[src/rtl/core_seq_ctrl.sv]
// core_seq_ctrl: multi-cycle instruction sequencer for the RISC-V core.
// Owns the PC, fetches over a ready handshake, then steps each instruction
// through DECODE, EXEC and WB before fetching the next one. Stops in a sticky
// HALT on ECALL/EBREAK, halt request, fetch timeout or misaligned branch.
module core_seq_ctrl #(
  parameter logic [31:0] RESET_PC      = 32'h0000_0000,
  parameter int          FETCH_TIMEOUT = 16
) (
  input  logic        clk,
  input  logic        rst,
  output logic        imem_req,
  output logic [31:0] imem_addr,
  input  logic        instruction_RDY_BSY,
  input  logic [31:0] imem_data,
  output logic [31:0] instruction,
  output logic        dec_en,
  output logic        alu_en,
  output logic        RF_chip_enable,
  output logic        RF_write_enable,
  input  logic        branch_taken,
  input  logic [31:0] branch_target,
  input  logic        halt_req,
  output logic [31:0] pc,
  output logic [31:0] retired,
  output logic        halted,
  output logic [1:0]  err
);

  typedef enum logic [2:0] {
    StFetch,
    StDecode,
    StExec,
    StWb,
    StHalt
  } state_t;

  localparam int CNT_W = (FETCH_TIMEOUT > 1) ? $clog2(FETCH_TIMEOUT) : 1;
  localparam logic [CNT_W-1:0] CNT_LAST = CNT_W'(FETCH_TIMEOUT - 1);

  localparam logic [6:0] OP_BRANCH = 7'b1100011;
  localparam logic [6:0] OP_STORE  = 7'b0100011;
  localparam logic [6:0] OP_SYSTEM = 7'b1110011;

  localparam logic [1:0] ERR_NONE      = 2'b00;
  localparam logic [1:0] ERR_TIMEOUT   = 2'b01;
  localparam logic [1:0] ERR_MISALIGN  = 2'b10;

  state_t           r_state;
  logic [31:0]      r_pc;
  logic [31:0]      r_instruction;
  logic [31:0]      r_retired;
  logic [1:0]       r_err;
  logic [CNT_W-1:0] r_timeoutCnt;

  logic [6:0] w_opcode;
  logic [4:0] w_rd;
  logic       w_isSystem;
  logic       w_writesRd;
  logic       w_misaligned;

  // Fields of the latched instruction that WB needs to decide on writeback,
  // halting and whether a taken branch lands on a legal word boundary.
  always_comb begin
    w_opcode     = r_instruction[6:0];
    w_rd         = r_instruction[11:7];
    w_isSystem   = (w_opcode == OP_SYSTEM);
    w_writesRd   = (w_rd != 5'd0) && (w_opcode != OP_BRANCH) &&
                   (w_opcode != OP_STORE) && (w_opcode != OP_SYSTEM);
    w_misaligned = branch_taken && (branch_target[1:0] != 2'b00);
  end

  // Sequencer: walks FETCH -> DECODE -> EXEC -> WB and owns PC, counters and error.
  always_ff @(posedge clk or negedge rst) begin
    if (!rst) begin
      r_state       <= StFetch;
      r_pc          <= RESET_PC;
      r_instruction <= 32'd0;
      r_retired     <= 32'd0;
      r_err         <= ERR_NONE;
      r_timeoutCnt  <= '0;
    end else begin
      case (r_state)
        StFetch: begin
          if (instruction_RDY_BSY) begin
            r_instruction <= imem_data;
            r_timeoutCnt  <= '0;
            r_state       <= StDecode;
          end else if (r_timeoutCnt == CNT_LAST) begin
            if (r_err == ERR_NONE) begin
              r_err <= ERR_TIMEOUT;
            end
            r_state <= StHalt;
          end else begin
            r_timeoutCnt <= r_timeoutCnt + CNT_W'(1);
          end
        end
        StDecode: begin
          r_state <= StExec;
        end
        StExec: begin
          r_state <= StWb;
        end
        StWb: begin
          r_retired <= r_retired + 32'd1;
          if (w_misaligned) begin
            if (r_err == ERR_NONE) begin
              r_err <= ERR_MISALIGN;
            end
            r_state <= StHalt;
          end else begin
            if (branch_taken) begin
              r_pc <= branch_target;
            end else begin
              r_pc <= r_pc + 32'd4;
            end
            if (w_isSystem || halt_req) begin
              r_state <= StHalt;
            end else begin
              r_state <= StFetch;
            end
          end
        end
        StHalt: begin
          r_state <= StHalt;
        end
        default: begin
          r_state <= StFetch;
        end
      endcase
    end
  end

  // Strobes follow the state register; all are forced low while reset is held.
  always_comb begin
    imem_req        = 1'b0;
    dec_en          = 1'b0;
    alu_en          = 1'b0;
    RF_chip_enable  = 1'b0;
    RF_write_enable = 1'b0;
    halted          = 1'b0;
    if (rst) begin
      case (r_state)
        StFetch: begin
          imem_req = 1'b1;
        end
        StDecode: begin
          dec_en         = 1'b1;
          RF_chip_enable = 1'b1;
        end
        StExec: begin
          alu_en = 1'b1;
        end
        StWb: begin
          RF_chip_enable  = w_writesRd;
          RF_write_enable = w_writesRd;
        end
        StHalt: begin
          halted = 1'b1;
        end
        default: begin
          imem_req = 1'b0;
        end
      endcase
    end
  end

  assign imem_addr   = r_pc;
  assign pc          = r_pc;
  assign instruction = r_instruction;
  assign retired     = r_retired;
  assign err         = r_err;

endmodule

[config.mk]
export PLATFORM = sky130hd
export DESIGN_NAME = core_seq_ctrl
export DESIGN_NICKNAME = d
export VERILOG_FILES = /design/src/rtl/core_seq_ctrl.sv
export SDC_FILE = /design/constraint.sdc
export NUM_CORES = 1
export LEC_CHECK = 0
export ABC_AREA = 0
export ABC_CLOCK_PERIOD_IN_PS = 2400
export CAP_MARGIN = 40
export CORE_AREA = 2 2 116 118
export DETAILED_ROUTE_END_ITERATION = 12
export DIE_AREA = 0 0 118 120
export GPL_ROUTABILITY_DRIVEN = 0
export GPL_TIMING_DRIVEN = 0
export PLACE_DENSITY = 0.86
export SLEW_MARGIN = 20
export SYNTH_ARGS = -nofsm -noshare
export SYNTH_HDL_FRONTEND = slang
export SYNTH_SLANG_ARGS = --single-unit
[constraint.sdc]
create_clock -name clk -period 2.4 [get_ports clk]
set_clock_uncertainty 0.05 [all_clocks]
set_input_delay 0.6 -clock clk [delete_from_list [all_inputs] [get_ports clk]]
set_output_delay 0.6 -clock clk [all_outputs]
set_load 0.01 [all_outputs]
==> summary.txt <==
Yosys reg bits: 105
Setup CP Type: flip-flop to output pin
Die footprint: 14200 sq um
Yosys top cell by area: dfrtp_1
CP max FO: 10
Clock latency on the worst-skew pair: 0.36 ns
Cells after synthesis: 563
CTS tree: built
DRC viols: 0
Die X: 118 microns
Total grt overflow: 0
Routed WL: 16500 microns
Slew headroom: 53.1%
Crit path launch type: flip-flop
Combinational Power Share: 45.5%
Final min period: 2.35 ns
Initial antenna violation count: 0
Leakage: 0.00362 uW
Clk pwr share: 18.2%
Part of the power in registers: 36.4%
Final setup margin: 0.0511 ns
Core area: 13000 sq um
Delay-heaviest family, CP: buffers and inverters
Worst slew pin tran: 0.703 ns
IO Port Bufs: 203
HP Class: input port to async pin
CTS buffer count: 9
Largest net degree at the start of global routing: 30
Int Power: 5060 uW
DR pass1 iterations: 5
Setup TNS: 0 ns
Crit end category: output pin
Main synth FF type: dfrtp_1
Final setup violation count: 0
Fillers: 1087
Clk slew on worst S/H paths: 0.07 ns
Post-DRT Antenna Nets: 0
I/O Pins: 205
CP peak stage delay: 0.42 ns
Final design utilization: 64.8%
Syn Nets: 635
Global-route wire length before repair: 26400 microns
Synth warn: 0
Synth-to-Final Area Change: 48.8%
Vias/cell: 5.31
Ys async rst share: 100%
Synth cell types: 56
Root Buffer: clkbuf_16
Cell with the most instances after synthesis: dfrtp_1
Post-synth top area share: 46.5%
Number of global-route vias before repair: 5011
CP Buf/Inv Count: 2
DRT iter0 DRCs: 414
RSZ-0062 raised after global routing: true
Period utilization: 97.9%
Antenna fix cells: 0
Slowest CP cell: dfrtp_1
Critical path required time: 1.75 ns
Sink Count: 105
Mean Syn Cell Area: 10.0 sq um
Pwr/cell area: 926 nW/um^2
Post-synth EDFFs: 0
Htree depth: 3
All-layer global routing usage: 23.5%
CTS max path bufs: 2
Synth area leaders: dfrtp_1, mux2_2, buf_4
CP Data Arrival Time: 1.70 ns
Net Switching: 2730 uW
Maxcap violations: 0
Hold Violations, Final: 0
Nets@finish: 856
Fmax: 426 MHz
Fin. max-slew vios: 0
Initial Util: 43.5%
Via Count: 5122
Seq/Total Area, Yosys: 46.5%
Layout cells sized above 1: 15.5%
Top cells by count, synth: dfrtp_1, nor2_1, nand2_1
Final Hold Slack: 0.124 ns
Status: finished clean
Switching share of power: 35.1%
Row Count: 42
HPWL Detailed: 11600 microns
Synthesized area: 5650 sq um
Placement Setup Slack: -0.638 ns
Worst VDD drop: 0.701 mV
DR WL/cell: 17.1 microns
Die Y: 120 microns
CP cell instances: buf_6 > and3b_2 > o2111a_1 > dlygate4sd2_1
-- metrics by stage --
stage,instance area [sq um],cells,power (uW)
after floorplan,5650,563,4510
after global placement,7900,942,6230
after detailed placement,7930,943,6330
after CTS,8380,965,7820
after global routing,8410,965,8240
final,8410,965,7790
-- final cells by class --
cell class / count / area (sq um) / area share [%]
Sequential cell: 105 / 2630 / 31.3
Multi-Input combinational cell: 389 / 2650 / 31.6
Tap cell: 176 / 220 / 2.62
Clock buffer: 10 / 229 / 2.72
Inverter: 8 / 30.0 / 0.357
Buffer: 60 / 369 / 4.39
Timing Repair Buffer: 211 / 2230 / 26.5
Clock inverter: 6 / 51.3 / 0.610
-- routing by layer --
layer / wire length [microns] / global-route usage [%] / up-vias
li1: - / - / 2433
met1: 6780 / 29.2 / 2464
met2: 8310 / 40.5 / 205
met3: 1150 / 5.70 / 20
met4: 231 / 6.85 / 0
met5: 0 / 0 / -
-- logic make-up (layout without fill, tap and decap cells) --
| family | Yosys count | count (layout) | synth area share (%) |
|---|---|---|---|
| XOR/XNOR | 32 | 32 | 4.96 |
| flip-flops | 105 | 105 | 46.5 |
| buffers and inverters | 69 | 295 | 7.07 |
| adder cells (fa/ha/maj) | 3 | 3 | 0.665 |
| AND/OR/NAND/NOR | 203 | 203 | 19.4 |
| AO/OA/AOI/OAI | 98 | 98 | 11.3 |
| multiplexers | 53 | 53 | 10.1 |
-- final timing paths --
| check | start | slack, ns | to | depth (start not counted) |
|---|---|---|---|---|
| max in group asynchronous | rst | 1.19 | instruction[28]$_DFFE_PN0P_ | 2 |
| min in group clk | retired[31]$_DFFE_PN0P_ | 0.43 | retired[31]$_DFFE_PN0P_ | 1 |
| setup / recovery | r_state[2]$_DFFE_PN0P_ | 0.05 | RF_write_enable | 4 |
| hold reg to reg | retired[31]$_DFFE_PN0P_ | 0.43 | retired[31]$_DFFE_PN0P_ | 1 |
| setup reg to reg | r_state[1]$_DFFE_PN0P_ | 0.19 | instruction[3]$_DFFE_PN0P_ | 7 |
| hold / removal | rst | 0.12 | retired[29]$_DFFE_PN0P_ | 2 |
-- registers in the layout, indices dropped and copies added, names as in the netlist --
name          count
err               2
r_timeoutCnt      4
retired          32
r_state           3
instruction      32
imem_addr        32
-- power by group through the flow --
stage                     combinational (uW)  clock (uW)  sequential [uW]
after CTS                               3540        1450             2830
after global placement                  3410           0             2830
after floorplan                         1550           0             2950
final                                   3540        1410             2830
after global routing                    3810        1510             2920
after detailed placement                3480           0             2860
-- cells in the final DEF (no fill, tap or decap), types with 5 or more instances in the layout --
cell / count
xnor2_1: 13
nand4_1: 19
a211oi_1: 5
nor2_1: 46
nand2_1: 44
xor2_1: 19
nor3_2: 8
clkdlybuf4s50_1: 196
dlygate4sd2_1: 5
nor3_1: 15
o21ai_0: 14
mux2i_1: 20
o221ai_1: 5
clkbuf_1: 18
o21a_1: 5
buf_2: 6
a21oi_1: 27
buf_4: 35
inv_1: 8
dfrtp_1: 105
clkbuf_16: 9
mux2_2: 32
nand3_1: 33
o22ai_1: 17
and3_1: 12
-- repair_timing --
action / 4_1_cts / 5_1_grt
pin swaps: 3 / 3
hold endpoints to repair: 11 / 0
gates resized for setup: 15 / 8
endpoints found under the setup margin: 8 / 11
hold buffers: 1 / 0
setup buffers: 2 / 0
gates cloned: 4 / 0
No activity file was read; power rests on OpenSTA's default activity.
